## config.mk

```make
export PLATFORM = sky130hd
export DESIGN_NAME = multicycle_controller
export DESIGN_NICKNAME = d
export VERILOG_FILES = /design/src/rtl/riscv_ctrl_pkg.sv /design/src/rtl/ctrl_opcode_classifier.sv /design/src/rtl/multicycle_controller.sv
export SDC_FILE = /design/constraint.sdc
export NUM_CORES = 1
export LEC_CHECK = 0
export CORE_MARGIN = 2
export CORE_UTILIZATION = 45
export DETAILED_ROUTE_END_ITERATION = 7
export DONT_BUFFER_PORTS = 1
export REMOVE_ABC_BUFFERS = 1
export SYNTH_ARGS = -nofsm -noshare
export SYNTH_HDL_FRONTEND = slang
export SYNTH_SLANG_ARGS = --single-unit
```

## constraint.sdc

```tcl
create_clock -name clk -period 2.9 [get_ports clk]
set_input_delay 0.435 -clock clk [delete_from_list [all_inputs] [get_ports clk]]
set_output_delay 0.435 -clock clk [all_outputs]
set_load 0.05 [all_outputs]
```

## src/rtl/riscv_ctrl_pkg.sv

```systemverilog
// Shared constants and types for the multicycle RISC-V control unit.
package riscv_ctrl_pkg;

    localparam int unsigned OPCODE_W = 7;
    localparam int unsigned SEL_W    = 2;
    localparam int unsigned XIMM_W   = 3;

    localparam bit          DEF_SUPPORT_JALR = 1'b1;
    localparam bit          DEF_SUPPORT_LUI  = 1'b1;
    localparam int unsigned DEF_CNT_W        = 32;

    localparam logic [OPCODE_W-1:0] OP_LW   = 7'b0000011;
    localparam logic [OPCODE_W-1:0] OP_SW   = 7'b0100011;
    localparam logic [OPCODE_W-1:0] OP_R    = 7'b0110011;
    localparam logic [OPCODE_W-1:0] OP_I    = 7'b0010011;
    localparam logic [OPCODE_W-1:0] OP_JAL  = 7'b1101111;
    localparam logic [OPCODE_W-1:0] OP_BEQ  = 7'b1100011;
    localparam logic [OPCODE_W-1:0] OP_JALR = 7'b1100111;
    localparam logic [OPCODE_W-1:0] OP_LUI  = 7'b0110111;

    localparam logic [SEL_W-1:0] ASEL_PC     = 2'b00;
    localparam logic [SEL_W-1:0] ASEL_OLDPC  = 2'b01;
    localparam logic [SEL_W-1:0] ASEL_RS1    = 2'b10;
    localparam logic [SEL_W-1:0] ASEL_ZERO   = 2'b11;

    localparam logic [SEL_W-1:0] BSEL_RS2    = 2'b00;
    localparam logic [SEL_W-1:0] BSEL_XIMM   = 2'b01;
    localparam logic [SEL_W-1:0] BSEL_FOUR   = 2'b10;

    localparam logic [SEL_W-1:0] ALUOP_ADD   = 2'b00;
    localparam logic [SEL_W-1:0] ALUOP_SUB   = 2'b01;
    localparam logic [SEL_W-1:0] ALUOP_FUNCT = 2'b10;

    localparam logic [SEL_W-1:0] RES_ALUOUT  = 2'b00;
    localparam logic [SEL_W-1:0] RES_RDATA   = 2'b01;
    localparam logic [SEL_W-1:0] RES_ALU     = 2'b10;

    localparam logic [XIMM_W-1:0] XIMM_I = 3'b000;
    localparam logic [XIMM_W-1:0] XIMM_S = 3'b001;
    localparam logic [XIMM_W-1:0] XIMM_B = 3'b010;
    localparam logic [XIMM_W-1:0] XIMM_J = 3'b011;
    localparam logic [XIMM_W-1:0] XIMM_U = 3'b100;

    typedef enum logic [3:0] {
        S_FETCH, S_DECODE, S_MEMADR, S_MEMREAD, S_MEMWB, S_MEMWRITE,
        S_EXEC_R, S_EXEC_I, S_ALUWB, S_JAL, S_BEQ, S_JALR_ADR, S_JALR,
        S_LUI, S_TRAP
    } state_t;

    typedef enum logic [3:0] {
        CLS_LW, CLS_SW, CLS_R, CLS_I, CLS_JAL, CLS_BEQ, CLS_JALR, CLS_LUI,
        CLS_ILLEGAL
    } instr_class_t;

endpackage

```

## src/rtl/ctrl_opcode_classifier.sv

```systemverilog
// Maps the IR opcode to an instruction class and immediate format.
module ctrl_opcode_classifier
    import riscv_ctrl_pkg::*;
#(
    parameter bit SUPPORT_JALR = DEF_SUPPORT_JALR,
    parameter bit SUPPORT_LUI  = DEF_SUPPORT_LUI
) (
    input  logic [OPCODE_W-1:0] opcode,
    output instr_class_t        instr_class,
    output logic [XIMM_W-1:0]   ximm_sel
);

    // Disabled optional opcodes fall through as illegal with the default format.
    always_comb begin
        instr_class = CLS_ILLEGAL;
        ximm_sel    = XIMM_I;
        case (opcode)
            OP_LW:   begin instr_class = CLS_LW;  ximm_sel = XIMM_I; end
            OP_SW:   begin instr_class = CLS_SW;  ximm_sel = XIMM_S; end
            OP_R:    begin instr_class = CLS_R;   ximm_sel = XIMM_I; end
            OP_I:    begin instr_class = CLS_I;   ximm_sel = XIMM_I; end
            OP_JAL:  begin instr_class = CLS_JAL; ximm_sel = XIMM_J; end
            OP_BEQ:  begin instr_class = CLS_BEQ; ximm_sel = XIMM_B; end
            OP_JALR: begin
                if (SUPPORT_JALR) begin
                    instr_class = CLS_JALR;
                    ximm_sel    = XIMM_I;
                end
            end
            OP_LUI: begin
                if (SUPPORT_LUI) begin
                    instr_class = CLS_LUI;
                    ximm_sel    = XIMM_U;
                end
            end
            default: ;
        endcase
    end

endmodule

```

## src/rtl/multicycle_controller.sv

```systemverilog
// Moore control FSM for the multicycle RISC-V core with memory handshake,
// sticky illegal-opcode trap and retired-instruction counter.
module multicycle_controller
    import riscv_ctrl_pkg::*;
#(
    parameter bit          SUPPORT_JALR = DEF_SUPPORT_JALR,
    parameter bit          SUPPORT_LUI  = DEF_SUPPORT_LUI,
    parameter int unsigned CNT_W        = DEF_CNT_W
) (
    input  logic                clk,
    input  logic                rst_n,
    input  logic [OPCODE_W-1:0] opcode,
    input  logic                mem_ready,
    output logic                mem_req,
    output logic                adr_sel,
    output logic                ir_wren,
    output logic                pc_update,
    output logic                branch,
    output logic                mem_wren,
    output logic                regfile_wren,
    output logic [SEL_W-1:0]    alu_asel,
    output logic [SEL_W-1:0]    alu_bsel,
    output logic [SEL_W-1:0]    alu_op,
    output logic [SEL_W-1:0]    result_sel,
    output logic [XIMM_W-1:0]   ximm_sel,
    output logic                retire,
    output logic                illegal_instr,
    output logic [CNT_W-1:0]    retire_count
);

    state_t       state;
    state_t       next_state;
    instr_class_t instr_class;

    ctrl_opcode_classifier #(
        .SUPPORT_JALR (SUPPORT_JALR),
        .SUPPORT_LUI  (SUPPORT_LUI)
    ) u_classifier (
        .opcode      (opcode),
        .instr_class (instr_class),
        .ximm_sel    (ximm_sel)
    );

    // State register; reset returns to FETCH, abandoning any instruction.
    always_ff @(posedge clk) begin
        if (!rst_n) state <= S_FETCH;
        else        state <= next_state;
    end

    // Next-state logic; memory states hold until mem_ready.
    always_comb begin
        next_state = state;
        case (state)
            S_FETCH:    if (mem_ready) next_state = S_DECODE;
            S_DECODE: begin
                case (instr_class)
                    CLS_LW, CLS_SW: next_state = S_MEMADR;
                    CLS_R:          next_state = S_EXEC_R;
                    CLS_I:          next_state = S_EXEC_I;
                    CLS_JAL:        next_state = S_JAL;
                    CLS_BEQ:        next_state = S_BEQ;
                    CLS_JALR:       next_state = S_JALR_ADR;
                    CLS_LUI:        next_state = S_LUI;
                    default:        next_state = S_TRAP;
                endcase
            end
            S_MEMADR:   next_state = (instr_class == CLS_SW) ? S_MEMWRITE : S_MEMREAD;
            S_MEMREAD:  if (mem_ready) next_state = S_MEMWB;
            S_MEMWB:    next_state = S_FETCH;
            S_MEMWRITE: if (mem_ready) next_state = S_FETCH;
            S_EXEC_R:   next_state = S_ALUWB;
            S_EXEC_I:   next_state = S_ALUWB;
            S_ALUWB:    next_state = S_FETCH;
            S_JAL:      next_state = S_ALUWB;
            S_BEQ:      next_state = S_FETCH;
            S_JALR_ADR: next_state = S_JALR;
            S_JALR:     next_state = S_ALUWB;
            S_LUI:      next_state = S_ALUWB;
            S_TRAP:     next_state = S_TRAP;
            default:    next_state = S_FETCH;
        endcase
    end

    // Per-state datapath controls; strobes are squashed while reset is low.
    always_comb begin
        mem_req      = 1'b0;
        adr_sel      = 1'b0;
        ir_wren      = 1'b0;
        pc_update    = 1'b0;
        branch       = 1'b0;
        mem_wren     = 1'b0;
        regfile_wren = 1'b0;
        alu_asel     = ASEL_PC;
        alu_bsel     = BSEL_RS2;
        alu_op       = ALUOP_ADD;
        result_sel   = RES_ALUOUT;
        case (state)
            S_FETCH: begin
                mem_req    = 1'b1;
                ir_wren    = mem_ready;
                pc_update  = mem_ready;
                alu_asel   = ASEL_PC;
                alu_bsel   = BSEL_FOUR;
                result_sel = RES_ALU;
            end
            S_DECODE: begin
                alu_asel = ASEL_OLDPC;
                alu_bsel = BSEL_XIMM;
            end
            S_MEMADR, S_JALR_ADR: begin
                alu_asel = ASEL_RS1;
                alu_bsel = BSEL_XIMM;
            end
            S_MEMREAD: begin
                mem_req = 1'b1;
                adr_sel = 1'b1;
            end
            S_MEMWB: begin
                result_sel   = RES_RDATA;
                regfile_wren = 1'b1;
            end
            S_MEMWRITE: begin
                mem_req  = 1'b1;
                adr_sel  = 1'b1;
                mem_wren = mem_ready;
            end
            S_EXEC_R: begin
                alu_asel = ASEL_RS1;
                alu_bsel = BSEL_RS2;
                alu_op   = ALUOP_FUNCT;
            end
            S_EXEC_I: begin
                alu_asel = ASEL_RS1;
                alu_bsel = BSEL_XIMM;
                alu_op   = ALUOP_FUNCT;
            end
            S_ALUWB: begin
                result_sel   = RES_ALUOUT;
                regfile_wren = 1'b1;
            end
            S_JAL, S_JALR: begin
                alu_asel  = ASEL_OLDPC;
                alu_bsel  = BSEL_FOUR;
                pc_update = 1'b1;
            end
            S_BEQ: begin
                alu_asel = ASEL_RS1;
                alu_bsel = BSEL_RS2;
                alu_op   = ALUOP_SUB;
                branch   = 1'b1;
            end
            S_LUI: begin
                alu_asel = ASEL_ZERO;
                alu_bsel = BSEL_XIMM;
            end
            default: ;
        endcase
        if (!rst_n) begin
            mem_req      = 1'b0;
            ir_wren      = 1'b0;
            pc_update    = 1'b0;
            branch       = 1'b0;
            mem_wren     = 1'b0;
            regfile_wren = 1'b0;
        end
        retire = rst_n && (state != S_FETCH) && (next_state == S_FETCH);
    end

    // Sticky trap flag, set as DECODE hands off to TRAP.
    always_ff @(posedge clk) begin
        if (!rst_n)                    illegal_instr <= 1'b0;
        else if (next_state == S_TRAP) illegal_instr <= 1'b1;
    end

    // Retired-instruction counter, wraps naturally.
    always_ff @(posedge clk) begin
        if (!rst_n)      retire_count <= '0;
        else if (retire) retire_count <= retire_count + CNT_W'(1);
    end

endmodule

```

==> flow_summary.json <==
{
  "rows": 28,
  "r2r_start": "state[3]",
  "clockPowerShare_pct": 27.6,
  "dpl.cell_count": 470,
  "ant_nets": 0,
  "synth-simple-area-share_pct": 43.6,
  "leakage_nw": 1.26,
  "synthXorXnorAreaFrac_pct": 0.629,
  "grt_max_degree": 58,
  "synthFlopType": "dfxtp_1",
  "num_vias": 2847,
  "dieArea_sq_um": 6830,
  "crit_required_ps": 2470,
  "power_per_cell_area_nw_per_um2": 581,
  "grt_use_total_pct": 21.0,
  "drt-total-wl_microns": 7190,
  "synth_edf_count": 0,
  "fmax_mhz": 346,
  "layout.nets": 416,
  "cp_data_arrival_time_ps": 2450,
  "synth_adder_area_share_pct": 1.35,
  "switching_share_pct": 42.6,
  "clock_path_buffers": 2,
  "path_max_fanout": 6,
  "finalCritPeriodShare_pct": 99.6,
  "cp-end-kind": "primary output",
  "status": "complete, no violations",
  "overflow": 0,
  "r2r_end": "retire_count[27]",
  "ys_ff_latch": 37,
  "drv_slew": 0,
  "layout_commonest_cell": "buf_4",
  "yosys_warnings": 0,
  "wl_per_cell_microns": 15.0,
  "min_period_ps": 2890,
  "drtIter0Drc": 230,
  "gp_congestion": 0.825,
  "clock_latency_ps": 290,
  "ys_top_cells_by_area": "dfxtp_1 (27%), mux2i_1 (9.0%), nand2_1 (6.2%)",
  "hp-class": "in2reg",
  "drv_cap": 0,
  "finalHoldViolCount": 0,
  "post-place-ws_ps": -34.6,
  "drive_gt1_share_pct": 22.0,
  "max-slew-margin-rel_pct": 59.1,
  "synth_compound_area_share_pct": 12.0,
  "seqPwrFrac_pct": 28.3,
  "dpl.hpwl_microns": 4970,
  "cts-root-buf": "clkbuf_8",
  "yosys.area.top_type": "dfxtp_1",
  "synth_seq_area_share_pct": 26.6,
  "critPathLaunchType": "input port",
  "synth_top_family_by_area": "simple AND/OR/NAND/NOR gates",
  "via_per_inst": 5.94,
  "synthDominantCellAreaShare_pct": 26.6,
  "areaGrowthSynthToFinish_pct": 20.9,
  "critPathLaunch": "opcode[5]",
  "final_cells": 479,
  "rr_worst_depth": 7,
  "grt_pass1_wl_microns": 11300,
  "worst_slew_pin_slew_ps": 613,
  "synth.area.mux_share_pct": 8.99,
  "layout_setup_ws_ps": 11.3,
  "core_sq_um": 5960,
  "drcViolationCount": 0,
  "fp.dieW_microns": 82.7,
  "portBuffers": 0,
  "die_y_microns": 82.7,
  "cp-endpoint": "retire",
  "final_cell_mix": "buf_4 (61), nand2_1 (46), dfxtp_1 (37)",
  "setup_viol": 0,
  "n_fill_cell": 572,
  "post-route-util_pct": 56.5,
  "power_frac_comb_pct": 44.1,
  "cts.sinks": 37,
  "intPower_w": 0.00112,
  "skew_ps": 6.50,
  "cts_hold_buf": 0,
  "ir_worst_vdd_mv": 0.410,
  "n_antenna_cell": 0,
  "antenna_found_initial": 0,
  "grt_pass1_vias": 2388,
  "io_pins": 62,
  "synth.distinct_cells": 53,
  "start_util_pct": 46.7,
  "clkSlewWorstSetupHoldPaths_ps": 80,
  "synth.cell_area_sq_um": 2780,
  "whs_ps": 278,
  "cts_htree_levels": 2,
  "first_pass_iters": 4,
  "rrSetupSlack_ps": 430,
  "async_reset_ff_share_pct": 0,
  "switchingPower_w": 0.000832,
  "cts_buffers": 5,
  "cts_tree": "done",
  "synth_area_per_cell_sq_um": 7.63,
  "synth_cells": 365,
  "path_class": "in2out",
  "rsz0062_at_grt": "true"
}
## metal layers
metal | global-route usage [%] | share of wire, % | vias up
li1 | - | - | 1422
met4 | 4.92 | 0.85 | 0
met3 | 4.57 | 5.9 | 6
met5 | 0 | 0 | -
met1 | 28.3 | 46 | 1335
met2 | 34.3 | 48 | 84
## critical path: stages
cell and delay, ps:
nor2b_4 170, nand3_2 90, a211o_1 310, ha_1 280, a31o_2 140, o211ai_1 120
a211o_1 350, nor4_4 340, buf_6 210
## cells in the mapped netlist, drive strengths merged (2+ instances only)
library cell   n
a21oi         11
and4           8
nand2b        27
ha             3
o21a           3
buf           22
and3           5
a31o           2
a21o           2
inv            7
dfxtp         37
o31ai          7
nor2          22
mux2i         25
nor4b          2
nor3b          2
nor4          29
o311ai         2
nand4         12
a211oi         2
and2           5
nand3b         2
nand3         23
clkbuf         9
nand2         47
xnor2          2
a211o          3
a31oi          2
nor3           9
and3b          3
o21ai          6
nor2b          4
or4            7
## what timing repair did
item / 4_1_cts / 5_1_grt
buffers inserted: 0 / 1
endpoints found under the hold margin: 0 / 0
gates resized for setup: 3 / 5
pin swaps: 0 / 7
endpoints found under the setup margin: 1 / 1
cloned: 0 / 0
## registers in the layout, summed over array words and instances (netlist names)
signal and flops:
state 4, illegal_instr 1, retire_count 32
## how the worst min path moves through the flow
stage,start,end,cells after the start
4_1_cts,rst_n,retire_count[12],1
5_1_grt,rst_n,illegal_instr,1
2_1_floorplan,rst_n,illegal_instr,1
6_report,rst_n,retire_count[12],1
3_5_place_dp,rst_n,illegal_instr,1
3_3_place_gp,rst_n,retire_count[12],1
## per-stage QoR
| step | setup TNS, ps | total power, W | cell area (sq um) |
|---|---|---|---|
| final | 0 | 0.00196 | 3370 |
| after global routing | -64.6 | 0.00205 | 3370 |
| after CTS | 0 | 0.00195 | 3340 |
| after detailed placement | -34.6 | 0.00140 | 3190 |
| after global placement | -20.8 | 0.00140 | 3190 |
| after floorplan | -2060 | 0.00113 | 2620 |
## power by group through the flow
stage | logic [W] | registers (W) | clock network [W]
detailed placement | 0.000836 | 0.000566 | 0
floorplan | 0.000521 | 0.000605 | 0
global route | 0.000925 | 0.000558 | 0.000569
CTS | 0.000849 | 0.000553 | 0.000551
global placement | 0.000831 | 0.000565 | 0
finish | 0.000863 | 0.000554 | 0.000539
## cells by family (layout without fill, tap and decap cells)
kind of cell	after synthesis	in the layout
buffers and inverters	38	77
flip-flops	37	37
adder cells (fa/ha/maj)	3	3
AO/OA/AOI/OAI	47	47
multiplexers	25	25
AND/OR/NAND/NOR	213	213
XOR/XNOR	2	2
## area by class of cell
cell class	instances	area [sq um]	share of cell area (%)
clock buffer	5	68.8	2.04
tap	75	93.8	2.79
inverter	7	26.3	0.781
sequential	37	741	22.0
clock inverter	3	65.1	1.93
timing repair buffer	62	469	13.9
multi-input combinational	290	1900	56.5
No activity file was read; power rests on OpenSTA's default activity.
